## src/rtl/unsigned_div_iter.sv

```systemverilog
// unsigned_div_iter: multi-cycle radix-2 restoring unsigned divider, dout = {quotient, remainder}
module unsigned_div_iter #(
  parameter int WIDTH = 32
) (
  input  logic               clk,
  input  logic               resetn,
  input  logic [WIDTH-1:0]   s_axis_dividend_tdata,
  input  logic               s_axis_dividend_tvalid,
  output logic               s_axis_dividend_tready,
  input  logic [WIDTH-1:0]   s_axis_divisor_tdata,
  input  logic               s_axis_divisor_tvalid,
  output logic               s_axis_divisor_tready,
  output logic [2*WIDTH-1:0] m_axis_dout_tdata,
  output logic               m_axis_dout_tvalid
);
  localparam int CW = $clog2(WIDTH + 1);
  typedef enum logic [1:0] {IDLE, CALC, DONE} state_t;
  state_t           state;
  logic [WIDTH-1:0] rem, q, d, dvd, dvs, shifted, rem_n, q_n;
  logic [WIDTH:0]   t;
  logic             dvd_held, dvs_held, dvd_fire, dvs_fire;
  logic [CW-1:0]    count;
  // tready is gated by resetn so both channels read as busy while reset is held
  assign s_axis_dividend_tready = resetn && state == IDLE && !dvd_held;
  assign s_axis_divisor_tready  = resetn && state == IDLE && !dvs_held;
  assign dvd_fire = s_axis_dividend_tvalid && s_axis_dividend_tready;
  assign dvs_fire = s_axis_divisor_tvalid && s_axis_divisor_tready;
  assign shifted  = {rem[WIDTH-2:0], q[WIDTH-1]};
  assign t        = {1'b0, shifted} - {1'b0, d};
  assign rem_n    = t[WIDTH] ? shifted : t[WIDTH-1:0];
  assign q_n      = {q[WIDTH-2:0], ~t[WIDTH]};
  always_ff @(posedge clk or negedge resetn) begin
    if (!resetn) begin
      state              <= IDLE;
      dvd_held           <= 1'b0;
      dvs_held           <= 1'b0;
      dvd                <= '0;
      dvs                <= '0;
      rem                <= '0;
      q                  <= '0;
      d                  <= '0;
      count              <= '0;
      m_axis_dout_tdata  <= '0;
      m_axis_dout_tvalid <= 1'b0;
    end else begin
      m_axis_dout_tvalid <= 1'b0;
      case (state)
        IDLE: begin
          if ((dvd_held || dvd_fire) && (dvs_held || dvs_fire)) begin
            rem      <= '0;
            q        <= dvd_held ? dvd : s_axis_dividend_tdata;
            d        <= dvs_held ? dvs : s_axis_divisor_tdata;
            count    <= '0;
            dvd_held <= 1'b0;
            dvs_held <= 1'b0;
            state    <= CALC;
          end else begin
            if (dvd_fire) begin
              dvd      <= s_axis_dividend_tdata;
              dvd_held <= 1'b1;
            end
            if (dvs_fire) begin
              dvs      <= s_axis_divisor_tdata;
              dvs_held <= 1'b1;
            end
          end
        end
        CALC: begin
          rem   <= rem_n;
          q     <= q_n;
          count <= count + CW'(1);
          if (count == CW'(WIDTH - 1)) begin
            m_axis_dout_tdata  <= {q_n, rem_n};
            m_axis_dout_tvalid <= 1'b1;
            state              <= DONE;
          end
        end
        default: state <= IDLE;
      endcase
    end
  end
endmodule
```

## config.mk

```make
export PLATFORM = sky130hd
export DESIGN_NAME = unsigned_div_iter
export DESIGN_NICKNAME = d
export VERILOG_FILES = /design/src/rtl/unsigned_div_iter.sv
export SDC_FILE = /design/constraint.sdc
export NUM_CORES = 1
export LEC_CHECK = 0
export BUFFER_PORTS_ARGS = -buffer_cell sky130_fd_sc_hd__buf_2
export CORE_MARGIN = 5
export CORE_UTILIZATION = 35
export CTS_CLUSTER_DIAMETER = 200
export CTS_CLUSTER_SIZE = 8
export DETAILED_ROUTE_END_ITERATION = 8
export PLACE_DENSITY = 0.57
export SYNTH_ARGS = -nofsm -noshare
export SYNTH_HDL_FRONTEND = slang
export SYNTH_SLANG_ARGS = --single-unit
export TNS_END_PERCENT = 50
```

## constraint.sdc

```tcl
create_clock -name clk -period 5.4 [get_ports clk]
set_input_delay 1.08 -clock clk [delete_from_list [all_inputs] [get_ports clk]]
set_output_delay 1.08 -clock clk [all_outputs]
set_load 0.03 [all_outputs]
```

==> run summary, run 1 <==
DETAILED ROUTING
-------------------------------------------------------------------------------------
Detail Route Antenna Nets                                                           0
Overall via count from detail_route                                              8632
Via density per instance                                                         5.02
Drt wl/cell                                                                   16.6 µm
1st-pass router iterations                                                          5
Number of design rule violations left after detail routing                          0
Highest metal used                                                               met5
DR WL met2                                                                   13700 µm
Metal3 WL                                                                     1310 µm
Initial detailed-routing violation count                                          529
Total length of routed wires                                                 28600 µm
Routed met1 length                                                           13100 µm

LOGIC SYNTHESIS
-------------------------------------------------------------------------------------
Yosys synthesis warning count                                                       0
Asr flop ratio synth                                                             100%
Synth Register Bits                                                               234
Syn Inst Count                                                                   1166
Primary FF master, synth                                                 sky130_fd_sc_hd__dfrtp_1
Post-synthesis instance area                                                11600 µm²
Post-synthesis average cell area                                             9.91 µm²
Post-synth EDFFs                                                                    0
Count of different cell masters after synthesis                                    57
Register area share after synthesis                                             50.7%
Net Count, Synth                                                                 1268

CELLS AND AREA
-------------------------------------------------------------------------------------
FF/Latch Area                                                                5860 µm²
Share of layout cells above drive strength 1                                    21.7%
Commonest non-fill, non-tap cells in the layout                          sky130_fd_sc_hd__dfrtp_1, sky130_fd_sc_hd__nand2_1, sky130_fd_sc_hd__buf_2, sky130_fd_sc_hd__o21ai_0, sky130_fd_sc_hd__nor2_1
Area Growth Syn to Fin                                                          17.2%
Layout Cell Area excl Fill                                                  13500 µm²
Number of antenna cells inserted                                                    0
Most frequent standard cell in the layout excluding fill and tap cells   sky130_fd_sc_hd__dfrtp_1
Nets                                                                             1380
Filler Cells Inserted                                                            3227
Area occupied by multi-input gates                                           5300 µm²

TIMING
-------------------------------------------------------------------------------------
Count of pins over their slew limit                                                 0
Final setup violation count                                                         0
Worst clock skew on the final layout                                        0.0162 ns
Post-route clock period utilization                                             64.5%
Setup repair after global routing missed its margin                                no
Maximum clock rate                                                          0.287 GHz
Total count of hold-check failures in the final report                              0
Clock period minus final worst setup slack                                    3.49 ns
Slew at the pin with the worst max-slew slack                                 1.17 ns
Tightest slew margin relative to the limit                                      21.6%
Sum of negative setup slack                                                      0 ns

FLOORPLANNING
-------------------------------------------------------------------------------------
Num ports                                                                         135
Horizontal die dimension                                                       192 µm
FP Rows                                                                            66
Height of the die                                                              192 µm
Area enclosed by the die boundary                                           36700 µm²
Area of the core                                                            32500 µm²
Initial Utilization                                                             35.5%

SETUP PATH
-------------------------------------------------------------------------------------
Number of buffers and inverters on the critical path                                2
CP max FO                                                                         109
Delay contributed by the slowest stage of the critical path                   0.55 ns
Category of the critical setup timing path                               primary input to output port
Sort of element at the start of the critical path                        primary input
Cell with the largest stage delay on the worst path                      sky130_fd_sc_hd__buf_8
WP data required                                                              4.32 ns
Category of the worst setup path capture point                            output port
Signal arrival time at the worst endpoint                                     2.41 ns
Largest delay contributor family on the critical path                    buffers and inverters
Cell breakdown of the critical path                                      buf_8 > nand2_1 > nor2_1 > buf_2

PLACED DESIGN
-------------------------------------------------------------------------------------
Hpwl dp                                                                      19100 µm
Post-DP Area                                                                12600 µm²
Number of I/O port buffers                                                        134
Final GP Congestion                                                             0.832

GLOBAL ROUTING
-------------------------------------------------------------------------------------
Maximum number of pins on one net before global-route repair                      130
Antenna violations before repair                                                    1
Aggregate global routing overflow                                                   0
Wire length of the first global-routing pass                                 46800 µm
Via count of the first global-routing pass                                       8669
Aggregate global-route resource usage                                           15.6%

CLOCK TREE
-------------------------------------------------------------------------------------
Clock latency reported for the late side of the worst-skew pair               0.49 ns
CTS tree                                                                          yes
Hold-fix buffers, CTS                                                               0
CTS root buf                                                             sky130_fd_sc_hd__clkbuf_16
CTS clock-pin slew for the worst setup and hold paths                         0.05 ns
Max Root-Sink Buffers                                                               3
Number of levels in the clock H-tree                                                2
Count of clock tree sinks                                                         234
Number of buffers created by CTS                                                   35
Post CTS Setup Buffer Count                                                         0
PostCTS Resize Cnt                                                                  0

POWER
-------------------------------------------------------------------------------------
Maximum VDD drop                                                             0.367 mV
Power per Cell Area                                                        647 nW/µm²
Leakage component of the power                                             0.00628 µW

STATUS
-------------------------------------------------------------------------------------
Outcome                                                                  finished clean

HOLD PATH
-------------------------------------------------------------------------------------
Path class of the lowest-slack min-delay path                            flop to flop

FLOW RUN
-------------------------------------------------------------------------------------
Max-capacitance violation count                                                     0

stage by stage:
stage	hold slack, ns	total power [µW]	worst slack [ns]	utilization, %	std cells
floorplan	0.450	5920	2.52	-	1166
global placement	0.457	6850	1.67	38.8	1683
detailed placement	0.459	6940	1.56	38.8	1683
CTS	0.471	8860	1.87	41.6	1721
global route	0.481	9500	1.73	41.6	1721
finish	0.466	8760	1.91	41.6	1721
synthesized netlist by cell type (all sizes together) (2+ instances only):
| cell type | instances | area (µm²) |
|---|---|---|
| nor2 | 88 | 330 |
| a221o | 18 | 180 |
| nand4 | 6 | 37.5 |
| o21a | 4 | 30.0 |
| o22ai | 13 | 87.6 |
| a31oi | 5 | 46.3 |
| clkbuf | 54 | 203 |
| inv | 42 | 158 |
| and3 | 4 | 25.0 |
| o21ai | 119 | 603 |
| nor3 | 5 | 25.0 |
| o211ai | 7 | 52.6 |
| o31a | 2 | 17.5 |
| dfrtp | 234 | 5860 |
| a21o | 9 | 67.6 |
| o2111ai | 3 | 26.3 |
| xor2 | 12 | 105 |
| nand3 | 41 | 210 |
| nand2 | 194 | 728 |
| o21bai | 2 | 15.0 |
| or2 | 3 | 18.8 |
| xnor2 | 15 | 131 |
| a21oi | 61 | 309 |
| buf | 15 | 70.1 |
| ha | 33 | 413 |
| and2 | 4 | 25.0 |
| mux2 | 77 | 867 |
| nand2b | 6 | 37.5 |
| mux2i | 61 | 611 |
| o211a | 2 | 20.0 |
| or3 | 2 | 12.5 |
| nor3b | 2 | 15.0 |
| a31o | 2 | 17.5 |
| nor2b | 7 | 43.8 |
path summary, 6_finish.rpt:
check                                             startpoint                                 to  slack, ns  depth (start not counted)
hold / removal             m_axis_dout_tdata[36]$_DFFE_PN0P_  m_axis_dout_tdata[36]$_DFFE_PN0P_       0.47                          2
min in group asynchronous                             resetn  m_axis_dout_tdata[58]$_DFFE_PN0P_       0.63                          1
max in group asynchronous                             resetn                   d[8]$_DFFE_PN0P_       3.53                          2
hold reg to reg            m_axis_dout_tdata[36]$_DFFE_PN0P_  m_axis_dout_tdata[36]$_DFFE_PN0P_       0.47                          2
setup reg to reg                        dvd_held$_DFFE_PN0P_                  q[24]$_DFFE_PN0P_       2.27                          5
setup / recovery                                      resetn              s_axis_divisor_tready       1.91                          4
tightest hold or removal path, stage by stage (launching register included):
cell                      delay, ns
sky130_fd_sc_hd__dfrtp_1       0.33
sky130_fd_sc_hd__nand2_1       0.05
sky130_fd_sc_hd__nand2_1       0.05
flip-flops by register name (all words and copies together), names as in the netlist:
| register | cells |
|---|---|
| q | 32 |
| dvd_held | 1 |
| m_axis_dout_tdata | 64 |
| rem | 31 |
| d | 32 |
| m_axis_dout_tvalid | 1 |
| dvs | 32 |
| dvd | 32 |
| dvs_held | 1 |
| count | 6 |
| state | 2 |
per-layer routing:
layer  global-route usage (%)  vias to the layer above
li1                         -                     4258
met1                     21.3                     4197
met2                     25.6                      142
met3                     3.09                       33
met4                     4.09                        2
met5                        0                        -
power breakdown:
group | internal (µW) | leakage (µW) | total (µW) | switching [µW]
Clock | 1140 | 0.000441 | 1870 | 733
Combinational | 1750 | 0.00297 | 4160 | 2400
Sequential | 2320 | 0.00286 | 2730 | 409
Total | 5220 | 0.00628 | 8760 | 3540
cell type report:
cell class              count  area share, %
flip-flops and latches    234           43.3
multi-input cells         821           39.2
clock buffers              36           6.50
repair buffers            144           5.68
well taps                 442           4.09
inverters                  42           1.16
clock inverters             2          0.129
kinds of logic after synthesis:
| kind of cell | Yosys count | share of synthesized area (%) |
|---|---|---|
| flip-flops | 234 | 50.7 |
| buffers and inverters | 111 | 3.73 |
| XOR/XNOR | 27 | 2.05 |
| multiplexers | 138 | 12.8 |
| AO/OA/AOI/OAI | 258 | 13.8 |
| adder cells (fa/ha/maj) | 34 | 3.75 |
| AND/OR/NAND/NOR | 364 | 13.2 |
No activity file was read; power rests on OpenSTA's default activity.
==> run 2: changes to the inputs <==
Settings changed: PLACE_DENSITY 0.57 to 0.59.
Clock period 5.4 ns to 2.91 ns, I/O delays scaled along.
==> run summary, run 2 (synthesis results as in run 1) <==
CELLS AND AREA
-------------------------------------------------------------------------------------
FF/Latch Area                                                                5860 µm²   unchanged
Area occupied by multi-input gates                                           5380 µm²   +1.4%
Most frequent standard cell in the layout excluding fill and tap cells   sky130_fd_sc_hd__dfrtp_1
Share of layout cells above drive strength 1                                    23.4%   +1.7 points
Flip-flop count of the largest register after layout                               64   unchanged
Utilization after layout                                                        42.6%   +1.0 points
Area Growth Syn to Fin                                                          20.1%
Commonest non-fill, non-tap cells in the layout                          sky130_fd_sc_hd__dfrtp_1, sky130_fd_sc_hd__nand2_1, sky130_fd_sc_hd__buf_2, sky130_fd_sc_hd__o21ai_0, sky130_fd_sc_hd__nor2_1
Nets                                                                             1398   +1.3%
Filler Cells Inserted                                                            3201   -0.81%
Largest Register                                                         m_axis_dout_tdata
Final instance count without filler cells                                        1742   +1.2%

TIMING
-------------------------------------------------------------------------------------
Clock period minus final worst setup slack                                    2.80 ns
Maximum clock rate                                                          0.357 GHz
Worst clock skew on the final layout                                        0.0212 ns   +0.00505 ns
Final setup violation count                                                         0   unchanged
Setup repair after global routing missed its margin                               yes
Post-route clock period utilization                                             96.2%
Slew at the pin with the worst max-slew slack                                0.947 ns   -0.227 ns
Tightest slew margin relative to the limit                                      36.9%   +15 points
Smallest setup slack after layout                                            0.109 ns   -1.81 ns
Sum of negative setup slack                                                      0 ns   unchanged
Total count of hold-check failures in the final report                              0   unchanged
Count of pins over their slew limit                                                 0   unchanged

DETAILED ROUTING
-------------------------------------------------------------------------------------
Detail Route Antenna Nets                                                           0   unchanged
Total length of routed wires                                                 29000 µm   +1.4%
Number of design rule violations left after detail routing                          0   unchanged
Drt wl/cell                                                                   16.6 µm   +0.18%
1st-pass router iterations                                                          5   unchanged
Initial detailed-routing violation count                                          496   -6.2%
Via density per instance                                                         5.00   -0.29%
Overall via count from detail_route                                              8712   +0.93%

PLACED DESIGN
-------------------------------------------------------------------------------------
Number of instances in the placed design                                         1698   +0.89%
Number of I/O port buffers                                                        134   unchanged
Pre-CTS setup slack                                                         0.0221 ns   -1.54 ns
Final GP Congestion                                                             0.850   +2.2%
Hpwl dp                                                                      19500 µm   +2.0%

SETUP PATH
-------------------------------------------------------------------------------------
Depth of the most critical reg-to-reg path                                         12   +7
Signal arrival time at the worst endpoint                                     3.16 ns   +0.75 ns
Critical path origin                                                     rem[20]$_DFFE_PN0P_
R2r startpoint                                                           rem[20]$_DFFE_PN0P_
Category of the critical setup timing path                               flop to flop
Category of the worst setup path capture point                                   flop
Reg-to-reg setup timing slack                                                 0.11 ns   -2.16 ns
Endpoint of the lowest-slack register-to-register path                   m_axis_dout_tdata[23]$_DFFE_PN0P_
Worst setup path end                                                     m_axis_dout_tdata[23]$_DFFE_PN0P_
Sort of element at the start of the critical path                                flop
CP max FO                                                                          26   -76%
WP data required                                                              3.27 ns   -1.05 ns

STATUS
-------------------------------------------------------------------------------------
Outcome                                                                  finished clean

POWER
-------------------------------------------------------------------------------------
Clock network power share                                                       21.1%   -0.3 points
Tot Pwr                                                                      17000 µW   +94%
Sequential group share of total power                                           29.5%   -1.7 points
Maximum VDD drop                                                             0.601 mV   +64%
Total internal power                                                         10300 µW   +97%
Power per Cell Area                                                       1220 nW/µm²   +89%
Leakage component of the power                                             0.00643 µW   +2.4%
Share of total power in combinational logic                                     49.4%   +2.0 points
Switching Share                                                                 39.5%   -0.95 points
P_sw                                                                          6700 µW   +89%

FLOW RUN
-------------------------------------------------------------------------------------
Max-capacitance violation count                                                     0   unchanged

GLOBAL ROUTING
-------------------------------------------------------------------------------------
Aggregate global-route resource usage                                           15.7%   +0.11 points
Antenna violations before repair                                                    0   -1
Via count of the first global-routing pass                                       8831   +1.9%
Maximum number of pins on one net before global-route repair                      158   +22%
Aggregate global routing overflow                                                   0   unchanged
Wire length of the first global-routing pass                                 47000 µm   +0.38%

CLOCK TREE
-------------------------------------------------------------------------------------
Number of buffers created by CTS                                                   35   unchanged
CTS root buf                                                             sky130_fd_sc_hd__clkbuf_16
Number of levels in the clock H-tree                                                2   unchanged
Count of clock tree sinks                                                         234   unchanged
CTS tree                                                                          yes
Clock latency reported for the late side of the worst-skew pair               0.49 ns   about the same
CTS clock-pin slew for the worst setup and hold paths                         0.05 ns   about the same
Max Root-Sink Buffers                                                               3   unchanged

FLOORPLANNING
-------------------------------------------------------------------------------------
Num ports                                                                         135   unchanged
Height of the die                                                              192 µm   unchanged
Area of the core                                                            32500 µm²   unchanged
Area enclosed by the die boundary                                           36700 µm²   unchanged
Horizontal die dimension                                                       192 µm   unchanged
Initial Utilization                                                             35.5%   unchanged
FP Rows                                                                            66   unchanged

HOLD PATH
-------------------------------------------------------------------------------------
Path class of the lowest-slack min-delay path                            primary input to flop

run 2: changes by cell type in the layout (fill, tap and decap cells not counted), moves of 3 or more:
| cell | delta |
|---|---|
| sky130_fd_sc_hd__clkbuf_16 | +3 |
| sky130_fd_sc_hd__buf_4 | +11 |
| sky130_fd_sc_hd__ha_4 | +3 |
| sky130_fd_sc_hd__buf_12 | +5 |
| sky130_fd_sc_hd__ha_1 | -3 |
| sky130_fd_sc_hd__o21ai_0 | -3 |
| sky130_fd_sc_hd__o21ai_1 | +3 |
run 2: final cells by class:
type,count,share of cell area [%]
Multi-Input combinational cell,821,38.7
Antenna cell,1,0.0180
Clock inverter,1,0.0631
Inverter,42,1.14
Clock buffer,39,6.73
Tap cell,442,3.99
Timing Repair Buffer,162,7.11
Sequential cell,234,42.2
run 2: how the worst min path moves through the flow:
stage / from / to / slack (ns) / cells past startpoint
final: s_axis_divisor_tdata[22] / dvs[22]$_DFFE_PN0P_ / 0.34 / 2
after global routing: s_axis_dividend_tdata[31] / dvd[31]$_DFFE_PN0P_ / 0.33 / 2
after CTS: s_axis_divisor_tdata[7] / dvs[7]$_DFFE_PN0P_ / 0.32 / 2
after detailed placement: resetn / dvd[26]$_DFFE_PN0P_ / 0.38 / 1
after global placement: resetn / dvd[26]$_DFFE_PN0P_ / 0.38 / 1
after floorplan: resetn / count[0]$_DFFE_PN0P_ / 0.29 / 0
run 2: what timing repair did:
| action | in CTS | in global routing |
|---|---|---|
| endpoints found under the hold margin | 5 | 0 |
| buffers inserted | 0 | 1 |
| hold buffers | 1 | 0 |
| gates resized for setup | 0 | 15 |
| endpoints found under the setup margin | 0 | 61 |
run 2: worst max-delay path: stages, from the launching register on:
cell and delay [ns]:
sky130_fd_sc_hd__dfrtp_1 0.42, sky130_fd_sc_hd__ha_4 0.31, sky130_fd_sc_hd__and2_1 0.17, sky130_fd_sc_hd__nand3_2 0.13, sky130_fd_sc_hd__or3_1 0.40, sky130_fd_sc_hd__or2_0 0.22, sky130_fd_sc_hd__o22ai_2 0.17, sky130_fd_sc_hd__o21ai_4 0.10
sky130_fd_sc_hd__buf_12 0.15, sky130_fd_sc_hd__clkbuf_16 0.19, sky130_fd_sc_hd__and3_1 0.20, sky130_fd_sc_hd__a21oi_1 0.10, sky130_fd_sc_hd__o21ai_0 0.10
run 2: metrics by stage:
stage,area (µm²),hold WS (ns)
detailed placement,12800,0.384
CTS,13800,0.318
finish,13900,0.340
global placement,12800,0.385
floorplan,11600,0.286
global route,13900,0.329
run 2: power by group through the flow:
stage,Clock (µW),Sequential (µW),Combinational [µW]
after detailed placement,0,5030,7960
after global routing,3860,5130,9350
after floorplan,0,4810,6170
after CTS,3710,4990,7980
after global placement,0,4990,7850
final,3580,5000,8380
run 2: metal layers:
| layer | part of all wire (%) | track usage [%] |
|---|---|---|
| met3 | 4.9 | 3.78 |
| met5 | 0 | 0 |
| met1 | 46 | 20.9 |
| met4 | 1.9 | 4.14 |
| met2 | 47 | 25.9 |
